File: config.mk
export PLATFORM = sky130hd
export DESIGN_NAME = rv32i_fetch_unit
export DESIGN_NICKNAME = d
export VERILOG_FILES = /design/src/rtl/rv32i_fetch_unit.sv
export SDC_FILE = /design/constraint.sdc
export NUM_CORES = 1
export LEC_CHECK = 0
export CAP_MARGIN = 20
export CELL_PAD_IN_SITES_DETAIL_PLACEMENT = 1
export CELL_PAD_IN_SITES_GLOBAL_PLACEMENT = 1
export CORE_AREA = 4 4 158 312
export DETAILED_ROUTE_END_ITERATION = 16
export DIE_AREA = 0 0 162 316
export PLACE_DENSITY = 0.53
export SYNTH_ARGS = -nofsm -noshare
export SYNTH_HDL_FRONTEND = slang
export SYNTH_SLANG_ARGS = --single-unit
File: constraint.sdc
create_clock -name clk -period 6.7 [get_ports clk]
set_clock_uncertainty 0.05 [all_clocks]
set_input_delay 1.34 -clock clk [delete_from_list [all_inputs] [get_ports clk]]
set_output_delay 1.34 -clock clk [all_outputs]
set_load 0.1 [all_outputs]
File: src/rtl/rv32i_fetch_unit.sv
// RV32I instruction fetch front-end: credit-limited sequential fetch, in-order
// response capture into a prefetch FIFO, and redirect with stale-response dropping.
module rv32i_fetch_unit #(
    parameter logic [31:0] RESET_PC   = 32'h0000_0000,
    parameter int          FIFO_DEPTH = 4
) (
    input  logic        clk,
    input  logic        rst,
    output logic        imem_req_valid,
    input  logic        imem_req_ready,
    output logic [31:0] imem_req_addr,
    input  logic        imem_rsp_valid,
    input  logic [31:0] imem_rsp_data,
    output logic        out_valid,
    input  logic        out_ready,
    output logic [31:0] out_instr,
    output logic [31:0] out_pc,
    input  logic        redirect_valid,
    input  logic [31:0] redirect_pc
);

    localparam int             PTR_W      = $clog2(FIFO_DEPTH);
    localparam int             CNT_W      = PTR_W + 1;
    localparam logic [CNT_W:0] CREDIT_CAP = (CNT_W + 1)'(FIFO_DEPTH);

    logic             run_q;
    logic [31:0]      fetch_pc_q, fetch_pc_d;
    logic [31:0]      rsp_pc_q, rsp_pc_d;
    logic [CNT_W-1:0] outstanding_q, outstanding_d;
    logic [CNT_W-1:0] drop_q, drop_d;
    logic [CNT_W-1:0] count_q, count_d;
    logic [PTR_W-1:0] wr_ptr_q, wr_ptr_d;
    logic [PTR_W-1:0] rd_ptr_q, rd_ptr_d;
    logic [31:0]      fifo_instr_q [FIFO_DEPTH];
    logic [31:0]      fifo_pc_q    [FIFO_DEPTH];

    logic        req_fire;
    logic        rsp_fire;
    logic        pop;
    logic        fifo_wr;
    logic [31:0] redirect_target;

    // Requests in flight plus buffered entries never exceed the FIFO size.
    assign imem_req_valid = run_q && (({1'b0, outstanding_q} + {1'b0, count_q}) < CREDIT_CAP);
    assign imem_req_addr  = fetch_pc_q;
    assign out_valid      = (count_q != '0);
    assign out_instr      = out_valid ? fifo_instr_q[rd_ptr_q] : '0;
    assign out_pc         = out_valid ? fifo_pc_q[rd_ptr_q] : '0;

    always_comb begin
        req_fire        = imem_req_valid && imem_req_ready;
        rsp_fire        = imem_rsp_valid && (outstanding_q != '0);
        pop             = out_valid && out_ready;
        redirect_target = redirect_pc & 32'hFFFF_FFFC;
        fifo_wr         = rsp_fire && !redirect_valid && (drop_q == '0);

        outstanding_d = outstanding_q + CNT_W'(req_fire) - CNT_W'(rsp_fire);
        fetch_pc_d    = req_fire ? fetch_pc_q + 32'd4 : fetch_pc_q;
        rsp_pc_d      = fifo_wr ? rsp_pc_q + 32'd4 : rsp_pc_q;
        wr_ptr_d      = fifo_wr ? wr_ptr_q + PTR_W'(1) : wr_ptr_q;
        rd_ptr_d      = pop ? rd_ptr_q + PTR_W'(1) : rd_ptr_q;
        count_d       = count_q + CNT_W'(fifo_wr) - CNT_W'(pop);
        drop_d        = (rsp_fire && (drop_q != '0)) ? drop_q - CNT_W'(1) : drop_q;

        // Everything still in flight after this edge belongs to the old path.
        if (redirect_valid) begin
            fetch_pc_d = redirect_target;
            rsp_pc_d   = redirect_target;
            wr_ptr_d   = '0;
            rd_ptr_d   = '0;
            count_d    = '0;
            drop_d     = outstanding_d;
        end
    end

    always_ff @(posedge clk or posedge rst) begin
        if (rst) begin
            run_q         <= 1'b0;
            fetch_pc_q    <= RESET_PC;
            rsp_pc_q      <= RESET_PC;
            outstanding_q <= '0;
            drop_q        <= '0;
            count_q       <= '0;
            wr_ptr_q      <= '0;
            rd_ptr_q      <= '0;
        end else begin
            run_q         <= 1'b1;
            fetch_pc_q    <= fetch_pc_d;
            rsp_pc_q      <= rsp_pc_d;
            outstanding_q <= outstanding_d;
            drop_q        <= drop_d;
            count_q       <= count_d;
            wr_ptr_q      <= wr_ptr_d;
            rd_ptr_q      <= rd_ptr_d;
        end
    end

    // Storage needs no reset: reads are gated by count_q.
    always_ff @(posedge clk) begin
        if (fifo_wr) begin
            fifo_instr_q[wr_ptr_q] <= imem_rsp_data;
            fifo_pc_q[wr_ptr_q]    <= rsp_pc_q;
        end
    end

endmodule

* Word level (Yosys, flattened, before mapping)
Memory sizes are Yosys's and may differ from the RTL's.
Index checks and enable logic that the tools add are counted.
** Word-level totals
- Flip-flop bits (word level) :: 78
- Bits in writable memories :: 256
- Input port bits :: 70
- Output and inout port bits :: 98
- Word-level logic and storage cells :: 52
- Memories :: 2
** Operators by class
- Add/sub/neg operators :: 10
- Magnitude comparators :: 1
- Muxes and demuxes :: 15
- Reductions and logical operators :: 16
** Memories
- fifo_instr_q :: words 4, width 32, rd ports 1, clocked after memory_dff 0, wr ports 1, RTL line 34 : logic [31:0] fifo_instr_q [FIFO_DEPTH];
- fifo_pc_q :: words 4, width 32, rd ports 1, clocked after memory_dff 0, wr ports 1, RTL line 35 : logic [31:0] fifo_pc_q [FIFO_DEPTH];
** Operator list (number)
- $mux W32 :: 6
- $add A32 B3 Y32 const B :: 2
- $mux W3 :: 3
- $reduce_bool A3 Y1 :: 3
- $mux W2 :: 4
- $reduce_bool A2 Y1 :: 4
- $logic_and A1 B1 Y1 :: 7
- $add A3 B1 Y3 :: 2
- $sub A3 B1 Y3 :: 2
- $add A2 B1 Y2 const B :: 2
- $add A3 B3 Y4 :: 1
- $lt A4 B3 Y1 const B :: 1
- $logic_not A3 Y1 :: 1
- $sub A3 B1 Y3 const B :: 1
- $mux W1 :: 2
- $logic_not A1 Y1 :: 1

* Logic depth before layout (Yosys ltp)
- Depth after elaboration :: 7
- Depth in mapped cells :: 12
- Depth with buffers taken out :: 12

* Least setup slack after synthesis
OpenSTA, ideal clock, no wires.
- Kind :: register to output
- Start :: register outstanding_q[2]
- End :: output port imem_req_valid
- Arrival time :: 2.534 ns
- Required time :: 5.310 ns
- Setup slack :: 2.776 ns
- Cell stages (with the launch flop) :: 4
- Buffers on the path :: 0
- Path through :: dfrtp_1 ha_1 or4b_4 nor2_1
** Between the ends
- Word-level cells in the longest chain between the ends :: 3
** RTL lines
- start, declared :: RTL line 29 : logic [CNT_W-1:0] outstanding_q, outstanding_d;
- start signal, assigned :: RTL line 90 : outstanding_q <= outstanding_d;
- $add A3 B3 Y4 :: RTL line 44 : assign imem_req_valid = run_q && (({1'b0, outstanding_q} + {1'b0, count_q}) < CREDIT_CAP);
- $lt A4 B3 Y1 :: RTL line 44
- $logic_and A1 B1 Y1 :: RTL line 44
- end, declared :: RTL line 9 : output logic imem_req_valid,
Every way passes these cells.

* Worst setup path after layout
- Start :: register rd_ptr_q[0]
- End :: output port out_pc[5]
** Between the ends
- Word-level cells in the longest chain between the ends :: 2
** RTL lines
- start, declared :: RTL line 33 : logic [PTR_W-1:0] rd_ptr_q, rd_ptr_d;
- start signal, assigned :: RTL line 94 : rd_ptr_q <= rd_ptr_d;
- $mem_v2 Z4 W32
- $mux W32 :: RTL line 48 : assign out_pc = out_valid ? fifo_pc_q[rd_ptr_q] : '0;
- end, declared :: RTL line 17 : output logic [31:0] out_pc,
Every way passes these cells.

==> impl_metrics.csv <==
group,metric,value,unit
setup_path,worstSetupPathType,"flop to output port",
yosys,synth-edff-count,248,
routing,wl_per_cell,21.55,um
yosys,synth_seq_area_share,66.97,%
yosys,syn-cell-area,13880,sq um
placement,post-place-ws,2020,ps
pwr,p_leak,5.592,nW
setup_path,crit_path_start_kind,"flop",
timing,finalMaxSlewViolations,0,
pwr,power_per_cell_area,431.5,nW/um^2
global_route,grt_pass1_wl,56660,um
placement,gp_congestion,0.7624,
global_route,grt_use_met1,16.12,%
routing,drt_iter0_drc,353,
setup_path,critPathRequiredTime,5310,ps
pwr,ir_drop,208.1,uV
clock_tree,worst_skew_pair.late_latency,560,ps
cells_and_area,nNetsFinal,1130,
die,core,46800,sq um
clock_tree,cts-root-buf,"clkbuf_16",
cells_and_area,drive_above_1_share,13.67,%
timing,hold_ws,525.2,ps
yosys,yosys.area_share.xor_xnor,1.325,%
global_route,grt.total_usage,14.30,%
die,start_util,29.66,%
yosys,synth_mux_area_share,11.25,%
die,floorplan.rows,112,
timing,finalSetupViolCount,0,
clock_tree,hold_buffers,0,
flow_run,max_cap_violations,0,
yosys,avgSynthCellArea,15.64,sq um
yosys,async_flop_share,22.98,%
cells_and_area,post-route-util,36.62,%
cells_and_area,fill_cells,4911,
die,dieArea,51190,sq um
global_route,grt_use_met3,1.956,%
placement,dp_cells,1639,
yosys,synth-simple-area-share,11.54,%
timing,rsz0062_at_grt,"no",
global_route,busiest_layer,"met2",
global_route,antenna_found_initial,0,
clock_tree,cts_buffers,30,
timing,tightestPinTransition,1095,ps
yosys,synthDistinctLibCells,52,
placement,dp_hpwl,24430,um
yosys,ys.warnings.count,0,
clock_tree,htreeDepth,1,
routing,dr.pass1.iters,4,
routing,vias,8377,
cells_and_area,fin_cells,1695,
setup_path,cp-end-kind,"output port",
cells_and_area,final_cell_mix,"edfxtp_1, clkdlybuf4s50_1, dfrtp_1",
global_route,use_met2,27.39,%
cells_and_area,area_growth,23.46,%
die,dieHeight,316,um
timing,period_needed,5163,ps
placement,portBuffers,161,
setup_path,worstPathMaxFanout,43,
clock_tree,clk_pin_slew,70,ps
status,status,"finished, final reports clean",
clock_tree,clock_sinks,322,
yosys,ys.flop_type,"edfxtp_1",
routing,post_drt_via_cell_ratio,4.942,
hold_path,hold_path.class,"flop to flop",
routing,drt_wl_total,36520,um
clock_tree,cts_tree,"built",
routing,ant_nets,0,
global_route,grt_pass1_vias,9386,
timing,fmax,193.7,MHz
cells_and_area,diodes,0,
timing,finalHoldViolCount,0,
yosys,synth_top_family_by_area,"simple AND/OR/NAND/NOR gates",
die,die_width,162,um
global_route,grt_overflow,0,
clock_tree,ctsLongestPathBuffers,3,
cells_and_area,final_common_cell,"edfxtp_1",
clock_tree,cts_resized,0,
setup_path,critical_path_arrival,3770,ps
setup_path,rrSetupSlack,3660,ps
yosys,ys_seq_elements,322,
yosys,netlist_instances,888,
yosys,synthAdderAreaFrac,1.550,%
timing,maxSlewHeadroom,26.78,%
timing,fin_crit_sh,77.05,%
global_route,grt_max_degree,67,
yosys,synth-compound-area-share,5.091,%
die,io_pins,168,
clock_tree,postCtsSetupBuffers,0,
timing,setup-tns-final,0,ps
timing,setup_slack,1537,ps
routing,drc,0,
==> sequential cells by signal, indices dropped and copies added, names as in the netlist <==
signal         count
fifo_instr_q     128
fifo_pc_q        120
imem_req_addr     30
rsp_pc_q          30
count_q            3
drop_q             3
outstanding_q      3
rd_ptr_q           2
wr_ptr_q           2
run_q              1
==> synth_stat cells, drive strengths merged (7+ instances only) <==
master	count	area (sq um)
nand2	26	97.59
buf	16	90.09
o31ai	19	142.6
o21ai	11	55.05
nor3	14	70.07
inv	23	86.33
xnor2	16	140.1
ha	14	175.2
nand2b	9	56.30
o31a	7	61.31
or4	17	127.6
o311a	7	70.07
clkbuf	35	131.4
edfxtp	248	7447
mux4	62	1396
nor4	16	100.1
nand4	17	106.4
and3	8	50.05
mux2	12	135.1
or3	12	75.07
nand3	24	120.1
nor2	38	142.6
and2	70	437.9
and4	12	105.1
a31oi	22	137.6
a211oi	9	67.56
dfrtp	74	1852
==> layer usage <==
layer / part of all wire [%] / up-vias / wire length (um)
met2: 55 / 201 / 20080
met3: 3.8 / 54 / 1405
li1: - / 3811 / -
met4: 3.1 / 0 / 1142
met5: 0 / - / 0
met1: 38 / 4311 / 13900
==> cell families (layout without fill, tap and decap cells) <==
group	after synthesis	after routing
compound gates	98	98
xor+xnor	21	21
fa+ha+maj	16	16
buf+inv	74	251
flops	322	322
mux	77	77
other cells	2	5
simple gates	278	278
==> cell type report <==
| class | count | area, sq um | area share (%) |
|---|---|---|---|
| sequential | 322 | 9304 | 54.28 |
| multi-input combinational | 495 | 4312 | 25.15 |
| timing repair buffer | 172 | 1689 | 9.854 |
| clock buffer | 47 | 885.9 | 5.168 |
| tap | 627 | 784.5 | 4.577 |
| inverter | 23 | 86.33 | 0.5037 |
| clock inverter | 9 | 80.08 | 0.4672 |
==> where the power goes <==
part / leakage, nW / total, mW / switching (mW) / internal (mW)
combinational: 2.03 / 3.21 / 2.31 / 0.895
sequential: 3.09 / 2.50 / 0.215 / 2.29
clock: 0.465 / 1.69 / 0.744 / 0.946
total: 5.59 / 7.40 / 3.27 / 4.13
==> metrics by stage <==
stage               power [mW]  instance area, sq um
finish                   7.397                 17140
global route             7.728                 17140
CTS                      7.544                 17140
detailed placement       5.817                 16180
global placement         5.795                 16180
floorplan                4.956                 13900
==> critical path: stages (launching register included) <==
cell and delay [ps]:
dfrtp_4 1030, buf_4 400, mux4_2 560, and2_1 170, clkdlybuf4s50_1 970
==> path summary, 6_finish.rpt <==
| kind | start | endpoint | cells past startpoint |
|---|---|---|---|
| hold / removal | rsp_pc_q[7] | fifo_pc_q[1][7] | 0 |
| min in group asynchronous | rst | drop_q[1] | 2 |
| hold reg to reg | rsp_pc_q[7] | fifo_pc_q[1][7] | 0 |
| max in group asynchronous | rst | rd_ptr_q[0] | 3 |
| setup / recovery | rd_ptr_q[0] | out_pc[5] | 4 |
| setup reg to reg | drop_q[0] | fifo_instr_q[2][1] | 6 |
Note: power is estimated with default switching activity, not from simulation.
